`src/rtl/uart_pkg.sv`:
```
// Shared UART definitions: receiver state encodings, parity modes, oversampling
// constants and the layout of one received FIFO entry.
package uart_pkg;

   typedef enum logic [2:0] {
      IDLE = 3'd0,
      STRT = 3'd1,
      DATA = 3'd2,
      PRTY = 3'd3,
      STOP = 3'd4,
      BRKW = 3'd5
   } rx_state_e;

   localparam int PAR_NONE = 0;
   localparam int PAR_ODD  = 1;
   localparam int PAR_EVEN = 2;

   localparam int         OVERSAMPLE = 16;
   localparam logic [3:0] S_LAST     = 4'(OVERSAMPLE - 1);
   localparam logic [3:0] VOTE0      = 4'd7;
   localparam logic [3:0] VOTE1      = 4'd8;
   localparam logic [3:0] VOTE2      = 4'd9;

   localparam int ENTRY_W = 10;

   typedef struct packed {
      logic       parity_err;
      logic       frame_err;
      logic [7:0] data;
   } rx_entry_t;

   function automatic logic maj3(input logic a, input logic b, input logic c);
      return (a & b) | (a & c) | (b & c);
   endfunction

endpackage

```
`src/rtl/uart_rx_buffered_if.sv`:
```
// Consumer-side bundle of the buffered UART receiver.
// Handshake: RXVALID means the head entry is presented; it is consumed on any
// CLOCK edge where RXVALID and RXREADY are both high. RXREADY with RXVALID low
// has no effect.
interface uart_rx_buffered_if #(parameter int FIFODEPTH = 8);
   import uart_pkg::*;

   logic                               RXREADY;
   logic [7:0]                         RXDATA;
   logic                               RXVALID;
   logic                               FRAMEERR;
   logic                               PARITYERR;
   logic                               OVERRUN;
   logic                               BREAK;
   logic [$clog2(FIFODEPTH+1)-1:0]     FIFOCOUNT;
   rx_state_e                          dbg_state;

   modport master (
      input  RXREADY,
      output RXDATA, RXVALID, FRAMEERR, PARITYERR, OVERRUN, BREAK, FIFOCOUNT, dbg_state
   );

   modport slave (
      output RXREADY,
      input  RXDATA, RXVALID, FRAMEERR, PARITYERR, OVERRUN, BREAK, FIFOCOUNT, dbg_state
   );
endinterface

```
`src/rtl/uart_sync_fifo.sv`:
```
// Synchronous first-word-fall-through FIFO; the head word is visible on dout
// whenever the FIFO is non-empty and reads as zero when empty.
module uart_sync_fifo #(
   parameter  int WIDTH = 10,
   parameter  int DEPTH = 8,
   localparam int AW    = $clog2(DEPTH),
   localparam int CW    = $clog2(DEPTH + 1)
) (
   input  logic             clk,
   input  logic             rst_n,
   input  logic             push,
   input  logic [WIDTH-1:0] din,
   input  logic             pop,
   output logic [WIDTH-1:0] dout,
   output logic             full,
   output logic             empty,
   output logic [CW-1:0]    count
);
   logic [WIDTH-1:0] mem_q [DEPTH];
   logic [AW-1:0]    wr_q, wr_d, rd_q, rd_d;
   logic [CW-1:0]    count_q, count_d;
   logic             do_push, do_pop;

   assign full  = (count_q == CW'(DEPTH));
   assign empty = (count_q == '0);
   assign count = count_q;
   assign dout  = empty ? '0 : mem_q[rd_q];

   // A pop frees the slot in the same edge, so a full FIFO still accepts a push.
   assign do_push = push & (~full | pop);
   assign do_pop  = pop & ~empty;

   always_comb begin
      wr_d    = wr_q;
      rd_d    = rd_q;
      count_d = count_q;
      if (do_push) wr_d = wr_q + 1'b1;
      if (do_pop)  rd_d = rd_q + 1'b1;
      if (do_push && !do_pop)      count_d = count_q + 1'b1;
      else if (do_pop && !do_push) count_d = count_q - 1'b1;
   end

   always_ff @(posedge clk or negedge rst_n) begin
      if (!rst_n) begin
         wr_q    <= '0;
         rd_q    <= '0;
         count_q <= '0;
      end else begin
         wr_q    <= wr_d;
         rd_q    <= rd_d;
         count_q <= count_d;
      end
   end

   always_ff @(posedge clk) begin
      if (do_push) mem_q[wr_q] <= din;
   end
endmodule

```
`src/rtl/uart_rx_buffered.sv`:
```
// UART receiver with 16x oversampling, 3-vote majority per bit, optional parity,
// framing/break detection, and a FWFT result FIFO drained by valid/ready.
module uart_rx_buffered
   import uart_pkg::*;
#(
   parameter int PARITY    = 0,
   parameter int FIFODEPTH = 8,
   parameter int DATABITS  = 8
) (
   input  logic               CLOCK,
   input  logic               RESETN,
   input  logic               RX,
   input  logic               STICK,
   uart_rx_buffered_if.master rxo
);
   if (DATABITS != 8) begin : g_bad_databits
      $error("uart_rx_buffered: DATABITS must be 8");
   end
   if (FIFODEPTH < 2 || (FIFODEPTH & (FIFODEPTH - 1)) != 0) begin : g_bad_depth
      $error("uart_rx_buffered: FIFODEPTH must be a power of two >= 2");
   end
   if (PARITY != PAR_NONE && PARITY != PAR_ODD && PARITY != PAR_EVEN) begin : g_bad_parity
      $error("uart_rx_buffered: PARITY must be 0, 1 or 2");
   end

   logic       rx_meta_q, rxs_q, rxp_q, rxp_d;
   rx_state_e  state_q, state_d;
   logic [3:0] s_q, s_d;
   logic [2:0] n_q, n_d;
   logic [1:0] vote_q, vote_d;
   logic [7:0] data_q, data_d;
   logic       pbit_q, pbit_d, perr_q, perr_d;
   logic       brk_q, brk_d, ovr_q, ovr_d;
   logic       maj, push, fifo_full, fifo_empty;
   rx_entry_t  push_entry, head;

   // The third vote is the live sample, so the bit decision lands on S=9 itself.
   assign maj = maj3(vote_q[0], vote_q[1], rxs_q);

   always_comb begin
      state_d    = state_q;
      s_d        = s_q;
      n_d        = n_q;
      vote_d     = vote_q;
      data_d     = data_q;
      pbit_d     = pbit_q;
      perr_d     = perr_q;
      rxp_d      = rxp_q;
      brk_d      = 1'b0;
      push       = 1'b0;
      push_entry = '{parity_err: perr_q, frame_err: ~maj, data: data_q};
      if (STICK) begin
         rxp_d = rxs_q;
         if (state_q != IDLE) s_d = s_q + 4'd1;
         if (s_q == VOTE0) vote_d[0] = rxs_q;
         if (s_q == VOTE1) vote_d[1] = rxs_q;
         case (state_q)
            IDLE: if (rxp_q && !rxs_q) begin
               state_d = STRT;
               s_d     = '0;
               n_d     = '0;
               pbit_d  = 1'b0;
               perr_d  = 1'b0;
            end
            STRT: begin
               if (s_q == VOTE2 && maj) state_d = IDLE;
               else if (s_q == S_LAST)  state_d = DATA;
            end
            DATA: begin
               if (s_q == VOTE2) data_d = {maj, data_q[7:1]};
               if (s_q == S_LAST) begin
                  if (n_q == 3'd7) state_d = (PARITY != PAR_NONE) ? PRTY : STOP;
                  else             n_d     = n_q + 3'd1;
               end
            end
            PRTY: begin
               if (s_q == VOTE2) begin
                  pbit_d = maj;
                  perr_d = (PARITY == PAR_EVEN) ? (^data_q ^ maj) : ~(^data_q ^ maj);
               end
               if (s_q == S_LAST) state_d = STOP;
            end
            // Finishing at S=9 leaves half a stop bit to catch a back-to-back start edge.
            STOP: if (s_q == VOTE2) begin
               if (data_q == 8'h00 && !pbit_q && !maj) begin
                  brk_d   = 1'b1;
                  state_d = BRKW;
               end else begin
                  push    = 1'b1;
                  state_d = IDLE;
               end
            end
            BRKW: if (rxs_q) state_d = IDLE;
            default: state_d = IDLE;
         endcase
      end
      ovr_d = push & fifo_full & ~rxo.RXREADY;
   end

   always_ff @(posedge CLOCK or negedge RESETN) begin
      if (!RESETN) begin
         rx_meta_q <= 1'b1;
         rxs_q     <= 1'b1;
         rxp_q     <= 1'b1;
         state_q   <= IDLE;
         s_q       <= '0;
         n_q       <= '0;
         vote_q    <= '0;
         data_q    <= '0;
         pbit_q    <= 1'b0;
         perr_q    <= 1'b0;
         brk_q     <= 1'b0;
         ovr_q     <= 1'b0;
      end else begin
         rx_meta_q <= RX;
         rxs_q     <= rx_meta_q;
         rxp_q     <= rxp_d;
         state_q   <= state_d;
         s_q       <= s_d;
         n_q       <= n_d;
         vote_q    <= vote_d;
         data_q    <= data_d;
         pbit_q    <= pbit_d;
         perr_q    <= perr_d;
         brk_q     <= brk_d;
         ovr_q     <= ovr_d;
      end
   end

   uart_sync_fifo #(.WIDTH(ENTRY_W), .DEPTH(FIFODEPTH)) u_fifo (
      .clk   (CLOCK),
      .rst_n (RESETN),
      .push  (push),
      .din   (push_entry),
      .pop   (rxo.RXREADY),
      .dout  (head),
      .full  (fifo_full),
      .empty (fifo_empty),
      .count (rxo.FIFOCOUNT)
   );

   assign rxo.RXDATA    = head.data;
   assign rxo.FRAMEERR  = head.frame_err;
   assign rxo.PARITYERR = head.parity_err;
   assign rxo.RXVALID   = ~fifo_empty;
   assign rxo.OVERRUN   = ovr_q;
   assign rxo.BREAK     = brk_q;
   assign rxo.dbg_state = state_q;
endmodule

```
`src/flat_wrapper.sv`:
```
// flat-port wrapper written by rule: the top's interface ports become plain ports
module uart_rx_buffered_flat import uart_pkg::*;
#(
   parameter int PARITY    = 0,
   parameter int FIFODEPTH = 8,
   parameter int DATABITS  = 8
)
  (CLOCK, RESETN, RX, STICK, rxo_RXREADY, rxo_RXDATA, rxo_RXVALID, rxo_FRAMEERR, rxo_PARITYERR, rxo_OVERRUN, rxo_BREAK, rxo_FIFOCOUNT, rxo_dbg_state);
  uart_rx_buffered_if #(.FIFODEPTH(FIFODEPTH)) rxo_i ();
  input  logic CLOCK;
  input  logic RESETN;
  input  logic RX;
  input  logic STICK;
  input wire logic [$bits(rxo_i.RXREADY)-1:0] rxo_RXREADY;
  output wire logic [$bits(rxo_i.RXDATA)-1:0] rxo_RXDATA;
  output wire logic [$bits(rxo_i.RXVALID)-1:0] rxo_RXVALID;
  output wire logic [$bits(rxo_i.FRAMEERR)-1:0] rxo_FRAMEERR;
  output wire logic [$bits(rxo_i.PARITYERR)-1:0] rxo_PARITYERR;
  output wire logic [$bits(rxo_i.OVERRUN)-1:0] rxo_OVERRUN;
  output wire logic [$bits(rxo_i.BREAK)-1:0] rxo_BREAK;
  output wire logic [$bits(rxo_i.FIFOCOUNT)-1:0] rxo_FIFOCOUNT;
  output wire logic [$bits(rxo_i.dbg_state)-1:0] rxo_dbg_state;
  assign rxo_i.RXREADY = rxo_RXREADY;
  assign rxo_RXDATA = rxo_i.RXDATA;
  assign rxo_RXVALID = rxo_i.RXVALID;
  assign rxo_FRAMEERR = rxo_i.FRAMEERR;
  assign rxo_PARITYERR = rxo_i.PARITYERR;
  assign rxo_OVERRUN = rxo_i.OVERRUN;
  assign rxo_BREAK = rxo_i.BREAK;
  assign rxo_FIFOCOUNT = rxo_i.FIFOCOUNT;
  assign rxo_dbg_state = rxo_i.dbg_state;
  uart_rx_buffered #(.PARITY(PARITY), .FIFODEPTH(FIFODEPTH), .DATABITS(DATABITS)) u_core (.CLOCK(CLOCK), .RESETN(RESETN), .RX(RX), .STICK(STICK), .rxo(rxo_i));
endmodule
```
`config.mk`:
```
export PLATFORM = sky130hd
export DESIGN_NAME = uart_rx_buffered_flat
export DESIGN_NICKNAME = d
export VERILOG_FILES = /design/src/rtl/uart_pkg.sv /design/src/rtl/uart_rx_buffered_if.sv /design/src/rtl/uart_sync_fifo.sv /design/src/rtl/uart_rx_buffered.sv /design/src/flat_wrapper.sv
export SDC_FILE = /design/constraint.sdc
export NUM_CORES = 1
export LEC_CHECK = 0
export CORE_MARGIN = 8
export CORE_UTILIZATION = 28
export DETAILED_ROUTE_END_ITERATION = 7
export GPL_ROUTABILITY_DRIVEN = 0
export GPL_TIMING_DRIVEN = 1
export PLACE_DENSITY = 0.55
export SKIP_CTS_REPAIR_TIMING = 1
export SLEW_MARGIN = 20
export SYNTH_ARGS = -nofsm -noshare
export SYNTH_HDL_FRONTEND = slang
export SYNTH_SLANG_ARGS = --single-unit
```
`constraint.sdc`:
```
create_clock -name CLOCK -period 6.8 [get_ports CLOCK]
set_input_delay 1.36 -clock CLOCK [delete_from_list [all_inputs] [get_ports CLOCK]]
set_output_delay 1.36 -clock CLOCK [all_outputs]
set_load 0.03 [all_outputs]
```
==> flow_summary.rst <==
.. list-table::
   :header-rows: 1

   * - Metric
     - Value
   * - Cell count after placement
     - 581
   * - Cell types occupying the most area after synthesis
     - sky130_fd_sc_hd__edfxtp_1 47%, sky130_fd_sc_hd__dfrtp_1 17%, sky130_fd_sc_hd__mux4_2 8.9%, sky130_fd_sc_hd__ha_1 3.4%, sky130_fd_sc_hd__mux2i_1 2.6%
   * - Buffer type at the clock tree root
     - sky130_fd_sc_hd__clkbuf_16
   * - Nets
     - slightly below 400
   * - Final cycle utilization of the critical path
     - 59.63%
   * - Pre-CTS worst setup slack
     - 2.805 ns
   * - Number of register bits inferred by synthesis
     - around 120
   * - Worst skew pair latency
     - 0.41 ns
   * - Clock transition at the registers of the reported paths
     - 0.06 ns
   * - Mapped Avg Cell Area
     - 15.23 um2
   * - Post-synthesis sequential area ratio
     - 65.51%
   * - Top FF cell, synth
     - sky130_fd_sc_hd__edfxtp_1
   * - Hpwl dp
     - 6485 um
   * - Peak clock frequency supported by timing
     - roughly 0.25 GHz
   * - Internal power
     - about 1.9 mW
   * - Placeable core area
     - 17900 um2
   * - Antenna-violating nets left
     - 0
   * - TritonCTS clock tree
     - built
   * - Share of layout cells above drive strength 1
     - around a fifth
   * - Post-synth EDFFs
     - 80
   * - Type of the setup path with the least slack
     - flip-flop to output pin
   * - Largest net degree at the start of global routing
     - 38
   * - Synth cell count leaders
     - 80 x sky130_fd_sc_hd__edfxtp_1, 34 x sky130_fd_sc_hd__dfrtp_1, 25 x sky130_fd_sc_hd__nor2_1
   * - Synth Cell Area
     - 5086 um2
   * - Kind of start point of the critical path
     - flip-flop
   * - Setup repair after global routing missed its margin
     - no
   * - Number of I/O pins
     - 25
   * - Overall Global Routing Usage
     - about a tenth
   * - Min setup slack post-route
     - roughly 2.7 ns
   * - Floorplan die width
     - between 150 and 200 um
   * - Part of the power in the clock network
     - 30.6%
   * - Minimum hold slack
     - 0.3578 ns
   * - P&R area growth vs syn
     - 22.12%
   * - Row count
     - 49
   * - Congestion Overflow GR
     - 0
   * - Final count of negative-setup-slack endpoints
     - 0
   * - Switching share of total power
     - approximately a third
   * - Starting density of the core
     - 28.41%
   * - Post-Synthesis Net Count
     - 354
   * - Comb pwr share
     - just over 30%
   * - Count of unique library cells instantiated by Yosys
     - 52
   * - Average wire per standard cell
     - 16.34 um
   * - Setup TNS Final
     - 0 ns
   * - Power density relative to cell area
     - approximately 470 nW/um2
   * - Number of remaining DRC errors
     - 0
   * - WP data required
     - roughly 5.4 ns
   * - Worst Setup End Kind
     - output pin
   * - Number of hold violations in the final report
     - 0
   * - Yosys top cell area share
     - a little under half
   * - Net switching power of the design
     - 0.9894 mW
   * - First-pass GRT wire length
     - 16200 um
   * - Placed cell area
     - approximately 5600 um2
   * - Proportion of power drawn by flip-flops and latches
     - 38.3%
   * - DIE AREA
     - 22730 um2
   * - Path type of the worst min-delay path
     - flip-flop to flip-flop
   * - Static Leakage
     - 2.274 nW
   * - TritonCTS Sinks
     - 117
   * - Final WL
     - 10020 um
   * - Setup slack, reg-to-reg
     - 3.90 ns
   * - Largest area contributor in the synthesized netlist
     - sky130_fd_sc_hd__edfxtp_1
   * - Initial DRT Pass Iterations
     - 4
   * - Initial antenna violation count
     - 0
   * - Total of warnings raised by yosys
     - 0
   * - Number of vias per cell
     - 4.635
   * - Post-route cell area
     - ~6200 um2
   * - Synthesized netlist cell count
     - about 330
   * - WP data arrival
     - 2.70 ns
   * - Port bufs
     - 24
   * - Maximum level of the CTS H-tree
     - 4
   * - Vias post-DR
     - 2841
   * - Share of flip-flops with an asynchronous set or reset after synthesis
     - 31.62%
   * - Dominant cell by count in the synthesized netlist
     - sky130_fd_sc_hd__edfxtp_1
   * - Number of buffers created by CTS
     - 17
   * - Number of global-route vias before repair
     - 2989
   * - Antenna Diode Count
     - 0
   * - Number of DRC markers in iteration 0
     - 288
   * - Transition time at the pin with the least slew margin
     - 1.009 ns
   * - Maximum count of clock buffers along a single path
     - 2
   * - Die Ht
     - ~150 um
   * - Setup Skew
     - 0.007984 ns
   * - Max-slew violation count
     - 0
   * - Maximum Capacitance Violations
     - 0
   * - Crit path max fanout
     - 18
   * - VDD IR max
     - 0.2167 mV
   * - Number of standard cells in the final layout excluding fillers
     - 613
   * - Final worst path period need
     - 4.055 ns
   * - Worst relative slew slack
     - 32.71%
   * - Outcome
     - finished, final reports clean
-- kinds of logic after synthesis --
kind of cell             count (synthesis)  share of synthesized area [%]
multiplexers                            41                          13.26
XOR/XNOR                                11                          1.894
adder cells (fa/ha/maj)                 16                          4.059
AND/OR/NAND/NOR                         85                          8.586
flip-flops                             117                          65.51
buffers and inverters                   28                          2.214
AO/OA/AOI/OAI                           36                          4.478
-- metal layers --
layer	vias to the layer above	share of wire (%)	wire length [um]	global-route usage [%]
met3	8	3.8	377	2.988
met4	0	1.1	110	3.859
met2	53	51	5110	16.12
met5	-	0	0	0
li1	1344	-	-	-
met1	1436	44	4420	11.18
-- critical path, stage by stage (launching register included) --
cell and delay (ns):
sky130_fd_sc_hd__dfrtp_1 0.48, sky130_fd_sc_hd__buf_4 0.40, sky130_fd_sc_hd__mux4_2 0.57, sky130_fd_sc_hd__mux2i_1 0.18, sky130_fd_sc_hd__nor2_1 0.06, sky130_fd_sc_hd__clkdlybuf4s50_1 0.59
-- final timing paths --
| kind | from | endpoint | depth (start not counted) |
|---|---|---|---|
| min reg2reg | u_core.rx_meta_q | u_core.rxs_q | 0 |
| max | u_core.u_fifo.rd_q[0] | rxo_RXDATA[1] | 5 |
| max in group asynchronous | RESETN | u_core.u_fifo.count[3] | 1 |
| min in group asynchronous | RESETN | u_core.vote_q[1] | 1 |
| max reg2reg | u_core.data_q[4] | u_core.u_fifo.count[3] | 12 |
| min | u_core.rx_meta_q | u_core.rxs_q | 0 |
-- per-stage QoR --
| step | util, % | power (mW) |
|---|---|---|
| 2_1_floorplan | - | 1.723 |
| 3_3_place_gp | 31.36 | 2.027 |
| 3_5_place_dp | 31.36 | 2.044 |
| 4_1_cts | 34.69 | 2.939 |
| 5_1_grt | 34.69 | 3.067 |
| 6_report | 34.69 | 2.894 |
-- cell usage in the layout, fill, tap and decap left out, types with 6 or more instances in the layout --
cell and instances:
sky130_fd_sc_hd__xnor2_1 9, sky130_fd_sc_hd__clkdlybuf4s50_1 23, sky130_fd_sc_hd__nor2_1 25, sky130_fd_sc_hd__nand2_1 19, sky130_fd_sc_hd__buf_4 8, sky130_fd_sc_hd__nor3_1 6, sky130_fd_sc_hd__o21ai_0 18, sky130_fd_sc_hd__mux2_2 7
sky130_fd_sc_hd__clkbuf_16 17, sky130_fd_sc_hd__edfxtp_1 80, sky130_fd_sc_hd__mux4_2 20, sky130_fd_sc_hd__inv_1 14, sky130_fd_sc_hd__mux2i_1 13, sky130_fd_sc_hd__ha_1 14, sky130_fd_sc_hd__dfrtp_1 34
-- state kept, by name, indices dropped and copies added, names as in the netlist --
register and count:
u_core.u_fifo.mem_q 80, u_core.data_q 8, u_core.s_q 4, u_core.u_fifo.count 4
u_core.n_q 3, u_core.rxo.dbg_state 3, u_core.u_fifo.rd_q 3, u_core.u_fifo.wr_q 3
u_core.vote_q 2, u_core.pbit_q 1, u_core.perr_q 1, u_core.rx_meta_q 1
u_core.rxo.BREAK 1, u_core.rxo.OVERRUN 1, u_core.rxp_q 1, u_core.rxs_q 1
-- power by group through the flow --
stage	combinational, mW	clock [mW]	sequential, mW
2_1_floorplan	0.678	0	1.05
3_3_place_gp	0.911	0	1.12
3_5_place_dp	0.919	0	1.12
4_1_cts	0.924	0.905	1.11
5_1_grt	0.998	0.937	1.13
6_report	0.901	0.885	1.11
-- cell type report --
class	count	area [um2]
clock inverter	15	171.4
multi-input combinational	189	1648
inverter	14	52.55
clock buffer	17	425.4
sequential	117	3332
timing repair buffer	32	295.3
tap	229	286.5
fill	1696	11690
Power figures use the tool's default switching activity.
